==> src/rtl/bufgctrl_switch_ctrl.sv <==
// bufgctrl_switch_ctrl
// Drives the CE0/CE1/S0/S1 pins of one BUFGCTRL so the global clock can be moved
// between I0 and I1 without glitches. A request accepted in IDLE walks through
// disable old -> settle -> reselect -> enable new -> settle, then pulses done.
// Runs on a free-running fabric clock, never on the clock being switched.
//
// Optional feature macro: BUFGCTRL_SWCNT_EN
//   When defined, adds the sw_count output. It is a 16-bit saturating count of
//   completed real switches, where the target differs from the current source.
module bufgctrl_switch_ctrl #(
   parameter int unsigned SETTLE_CYCLES = 8,   // 1..255
   parameter int unsigned CNT_W         = 8    // must hold SETTLE_CYCLES
) (
   input  logic        clk,
   input  logic        rst_n,
   input  logic        req_valid,
   input  logic        req_sel,
   output logic        req_ready,
   output logic        ce0,
   output logic        ce1,
   output logic        s0,
   output logic        s1,
   output logic        cur_sel,
   output logic        busy,
`ifdef BUFGCTRL_SWCNT_EN
   output logic [15:0] sw_count,
`endif
   output logic        done
);

   typedef enum logic [2:0] {
      ST_IDLE,
      ST_OFF_WAIT,
      ST_SEL,
      ST_ON_WAIT,
      ST_DONE
   } state_t;

   localparam logic [CNT_W-1:0] SETTLE_LOAD = CNT_W'(SETTLE_CYCLES);

   state_t           state_q, state_d;
   logic [CNT_W-1:0] cnt_q, cnt_d;
   logic             new_q, new_d;       // target input latched at acceptance
   logic [1:0]       ce_q, ce_d;         // bit n drives CEn
   logic [1:0]       s_q, s_d;           // bit n drives Sn
   logic             cur_q, cur_d;
   logic             done_q, done_d;
   logic             busy_q, busy_d;
   logic             ready_q, ready_d;
   logic [1:0]       new_onehot;
`ifdef BUFGCTRL_SWCNT_EN
   logic [15:0]      sw_count_q, sw_count_d;
`endif

   // One-hot form of the target, so only one CE or S bit can ever be set.
   assign new_onehot = new_q ? 2'b10 : 2'b01;

   // Next-state and registered-output logic for the switch sequence.
   always_comb begin
      state_d = state_q;
      cnt_d   = cnt_q;
      new_d   = new_q;
      ce_d    = ce_q;
      s_d     = s_q;
      cur_d   = cur_q;
      done_d  = 1'b0;
`ifdef BUFGCTRL_SWCNT_EN
      sw_count_d = sw_count_q;
`endif
      case (state_q)
         ST_IDLE: begin
            if (req_valid) begin
               if (req_sel != cur_q) begin
                  // Gate the old clock first. Only the old CE can be high here.
                  new_d   = req_sel;
                  ce_d    = 2'b00;
                  cnt_d   = SETTLE_LOAD;
                  state_d = ST_OFF_WAIT;
               end else begin
                  done_d  = 1'b1;
                  state_d = ST_DONE;
               end
            end
         end
         ST_OFF_WAIT: begin
            if (cnt_q <= CNT_W'(1)) begin
               s_d     = new_onehot;
               state_d = ST_SEL;
            end else begin
               cnt_d = cnt_q - CNT_W'(1);
            end
         end
         ST_SEL: begin
            ce_d    = new_onehot;
            cnt_d   = SETTLE_LOAD;
            state_d = ST_ON_WAIT;
         end
         ST_ON_WAIT: begin
            if (cnt_q <= CNT_W'(1)) begin
               done_d  = 1'b1;
               cur_d   = new_q;
               state_d = ST_DONE;
`ifdef BUFGCTRL_SWCNT_EN
               if (sw_count_q != 16'hFFFF) begin
                  sw_count_d = sw_count_q + 16'd1;
               end
`endif
            end else begin
               cnt_d = cnt_q - CNT_W'(1);
            end
         end
         ST_DONE: begin
            state_d = ST_IDLE;
         end
         default: begin
            state_d = ST_IDLE;
         end
      endcase
      busy_d  = (state_d != ST_IDLE);
      ready_d = (state_d == ST_IDLE);
   end

   // State and output registers. Reset leaves I0 selected and enabled.
   always_ff @(posedge clk or negedge rst_n) begin
      if (!rst_n) begin
         state_q <= ST_IDLE;
         cnt_q   <= '0;
         new_q   <= 1'b0;
         ce_q    <= 2'b01;
         s_q     <= 2'b01;
         cur_q   <= 1'b0;
         done_q  <= 1'b0;
         busy_q  <= 1'b0;
         ready_q <= 1'b1;
      end else begin
         state_q <= state_d;
         cnt_q   <= cnt_d;
         new_q   <= new_d;
         ce_q    <= ce_d;
         s_q     <= s_d;
         cur_q   <= cur_d;
         done_q  <= done_d;
         busy_q  <= busy_d;
         ready_q <= ready_d;
      end
   end

`ifdef BUFGCTRL_SWCNT_EN
   // Saturating count of completed real switches.
   always_ff @(posedge clk or negedge rst_n) begin
      if (!rst_n) begin
         sw_count_q <= '0;
      end else begin
         sw_count_q <= sw_count_d;
      end
   end

   assign sw_count = sw_count_q;
`endif

   assign ce0       = ce_q[0];
   assign ce1       = ce_q[1];
   assign s0        = s_q[0];
   assign s1        = s_q[1];
   assign cur_sel   = cur_q;
   assign done      = done_q;
   assign busy      = busy_q;
   assign req_ready = ready_q;

endmodule

==> config.mk <==
export PLATFORM = sky130hd
export DESIGN_NAME = bufgctrl_switch_ctrl
export DESIGN_NICKNAME = d
export VERILOG_FILES = /design/src/rtl/bufgctrl_switch_ctrl.sv
export SDC_FILE = /design/constraint.sdc
export NUM_CORES = 1
export LEC_CHECK = 0
export ABC_AREA = 1
export CORE_MARGIN = 2
export CORE_UTILIZATION = 49
export DETAILED_ROUTE_END_ITERATION = 12
export PLACE_DENSITY = 0.82
export RECOVER_POWER = 100
export SETUP_SLACK_MARGIN = 0.05
export SYNTH_ARGS = -nofsm -noshare
export SYNTH_HDL_FRONTEND = slang
export SYNTH_SLANG_ARGS = --single-unit
==> constraint.sdc <==
create_clock -name clk -period 1.45 [get_ports clk]
set_clock_uncertainty 0.05 [all_clocks]
set_input_delay 0.29 -clock clk [delete_from_list [all_inputs] [get_ports clk]]
set_output_delay 0.29 -clock clk [all_outputs]
set_load 0.005 [all_outputs]
==> out/results.ini <==
[timing]
tightest_slew_ns=0.511
rsz0062_at_grt=yes
final.min_clock_period_ns=1.55
setup_ws_ns=-0.0997
min_period_over_period=1.07
hold_violations=0
fmax_mhz=645
slew_violations=0
setup_viol=11
maxSlewHeadroom=0.660
hold_slack_ns=0.406

[logic_synthesis]
yosys.area.top_type=dfrtp_1
yosysMostFrequentCell=nand2_1
netlist.area_leader.share=0.394
synth.avg_cell_area_um2=7.50
ys_seq_area_frac=0.467
netlist_instances=144
synthFlopType=dfrtp_1
synth.distinct_cells=21
ys_top_cells_by_area=dfrtp_1 39%, nand2_1 17%, dfstp_2 7.3%, nor2_1 6.6%, nand3_1 6.0%
synth.cell_area_um2=1080
yosys_register_bits=20
ys_warn_count=0
ys_top_cells_by_count=49 x nand2_1, 19 x nor2_1, 17 x dfrtp_1
syn_nets=150
synth_edf_count=0
async_flop_share=1.00

[finish]
multi_input_area_um2=631
drive_above_1_share=0.343
fillers=137
layout.nets=185
n_antenna_cell=0
seqCellArea_um2=507
syn_to_final_growth_pct=42.3

[drt]
top_layer=met4
wirelength_um=2720
first_pass_iters=4
ant_nets=0
detailroute.wirelength.met2_um=1520
wl_per_cell_um=13.3
vias=1054
drt_iter0_markers=12
met1_length_um=1050
routed_via_density=5.14
route.met3.wl_um=119
drcViolationCount=0

[clocking]
clock_path_buffers=2
htree_levels=1
path_clk_slew_ns=0.12
cts-root-buf=clkbuf_4
cts_tree=built
clock_sinks=20
cts_buffers=3
clkLatencyLatePin_ns=0.32

[grt]
first_global_vias=1038
grt_util_all_layers=0.232
grt_start_max_net_pins=21
grt_pass1_wl_um=4470
antenna_found_initial=0
overflow=0

[place]
pre_cts_slack_ns=-0.238
gp_congestion=0.827
dp_hpwl_um=1710
port_buffers=11

[floorplan]
initial_core_util=0.534
die-area_um2=2590
coreArea_um2=2020
chipWidth_um=50.9
ios=12
die_y_um=50.9
num_rows=16

[critical_path]
worstSetupPathType=flip-flop to flip-flop
end_kind=flip-flop
cp.arrival_ns=1.71
path_max_fanout=6
critPathLaunchType=flip-flop
critPathRequiredTime_ns=1.61

[status]
violations=negative setup slack
status=finished, violations left

[flow_run]
cap_violations=0

[power]
p_int_mw=2.12
clkPwrFrac=0.122
ir_drop_mv=1.50
seq_power_share=0.264
netSwitchingFraction=0.440
cellPowerDensity_nw_per_um2=2470
p_sw_mw=1.67
p_comb_frac=0.614
power_leakage_nw=0.766

[min_path]
hold_path_class=input pin to asynchronous set/reset pin

[kinds of logic after synthesis]
group | synth area share
compound gates | 0.0637
buf+inv | 0.0695
simple gates | 0.360
xor+xnor | 0.0162
fa+ha+maj | 0.0232
flops | 0.467
[path summary, 6_finish.rpt]
kind / start / slack, ns / to / depth (start not counted)
max: cnt_q[0]$_DFFE_PN0P_ / -0.1 / cnt_q[5]$_DFFE_PN0P_ / 9
min: rst_n / 0.41 / state_q[0]$_DFF_PN0_ / 2
max reg2reg: cnt_q[0]$_DFFE_PN0P_ / -0.1 / cnt_q[5]$_DFFE_PN0P_ / 9
min reg2reg: s_q[0]$_DFFE_PN1P_ / 0.43 / s_q[0]$_DFFE_PN1P_ / 2
max in group asynchronous: rst_n / 0.57 / cnt_q[2]$_DFFE_PN0P_ / 2
min in group clk: s_q[0]$_DFFE_PN1P_ / 0.43 / s_q[0]$_DFFE_PN1P_ / 2
[critical path: stages (launching register included)]
cell and delay (ns):
dfrtp_2 0.46, buf_12 0.14, ha_4 0.16, nor2_4 0.09, nor2_4 0.05, buf_6 0.11, nand3_4 0.09, nand3_4 0.13
nand2_1 0.08, o21ai_1 0.06
[state kept, by name (all words and copies together) (netlist names)]
name       cells
busy           1
ce_q           2
cnt_q          8
cur_sel        1
done           1
new_q          1
req_ready      1
s_q            2
state_q        3
[metrics by stage]
step,cell area [um2],instances,utilization,setup TNS [ns],power (mW)
2_1_floorplan,1080,144,-,0,2.09
3_3_place_gp,1310,193,0.645,-1.97,2.62
3_5_place_dp,1310,193,0.645,-2.57,2.69
4_1_cts,1450,202,0.717,-0.277,3.43
5_1_grt,1540,205,0.760,-1.90,4.10
6_report,1540,205,0.760,-0.792,3.79
[layer usage]
layer,track usage,up-vias
li1,-,525
met2,0.439,28
met3,0.0526,3
met5,0,-
met4,0.0541,0
met1,0.261,498
[layout by cell type (no fill, tap or decap), types with 4 or more instances in the layout]
master         instances
inv_1                 13
nand3_4                4
o21ai_0                5
inv_2                  4
nand2_1               40
nand3_1               11
nand2_2               11
nor2_1                14
dlygate4sd2_1          5
buf_4                 16
o21ai_1                6
dfrtp_1               15
[what timing repair did]
| item | in CTS | in global routing |
|---|---|---|
| pin swaps | 9 | 11 |
| gates resized for setup | 33 | 18 |
| endpoints found under the hold margin | 0 | 0 |
| buffers inserted | 4 | 3 |
| hold buffers | 0 | 0 |
| endpoints found under the setup margin | 24 | 20 |
| gates cloned | 1 | 0 |
[power groups by stage]
| stage | Clock, mW | Sequential, mW | Combinational (mW) |
|---|---|---|---|
| final | 0.463 | 1.00 | 2.33 |
| after global routing | 0.486 | 1.02 | 2.59 |
| after CTS | 0.468 | 0.983 | 1.98 |
| after detailed placement | 0 | 0.988 | 1.70 |
| after global placement | 0 | 0.976 | 1.64 |
| after floorplan | 0 | 0.969 | 1.12 |
[layout make-up]
type                            count  area share
Sequential cell                    20       0.330
Clock inverter                      1      0.0195
Clock buffer                        3      0.0147
Inverter                           17      0.0415
Multi-Input combinational cell    107       0.410
Tap cell                           27      0.0220
Timing Repair Buffer               30       0.162
Note: power is estimated with default switching activity, not from simulation.
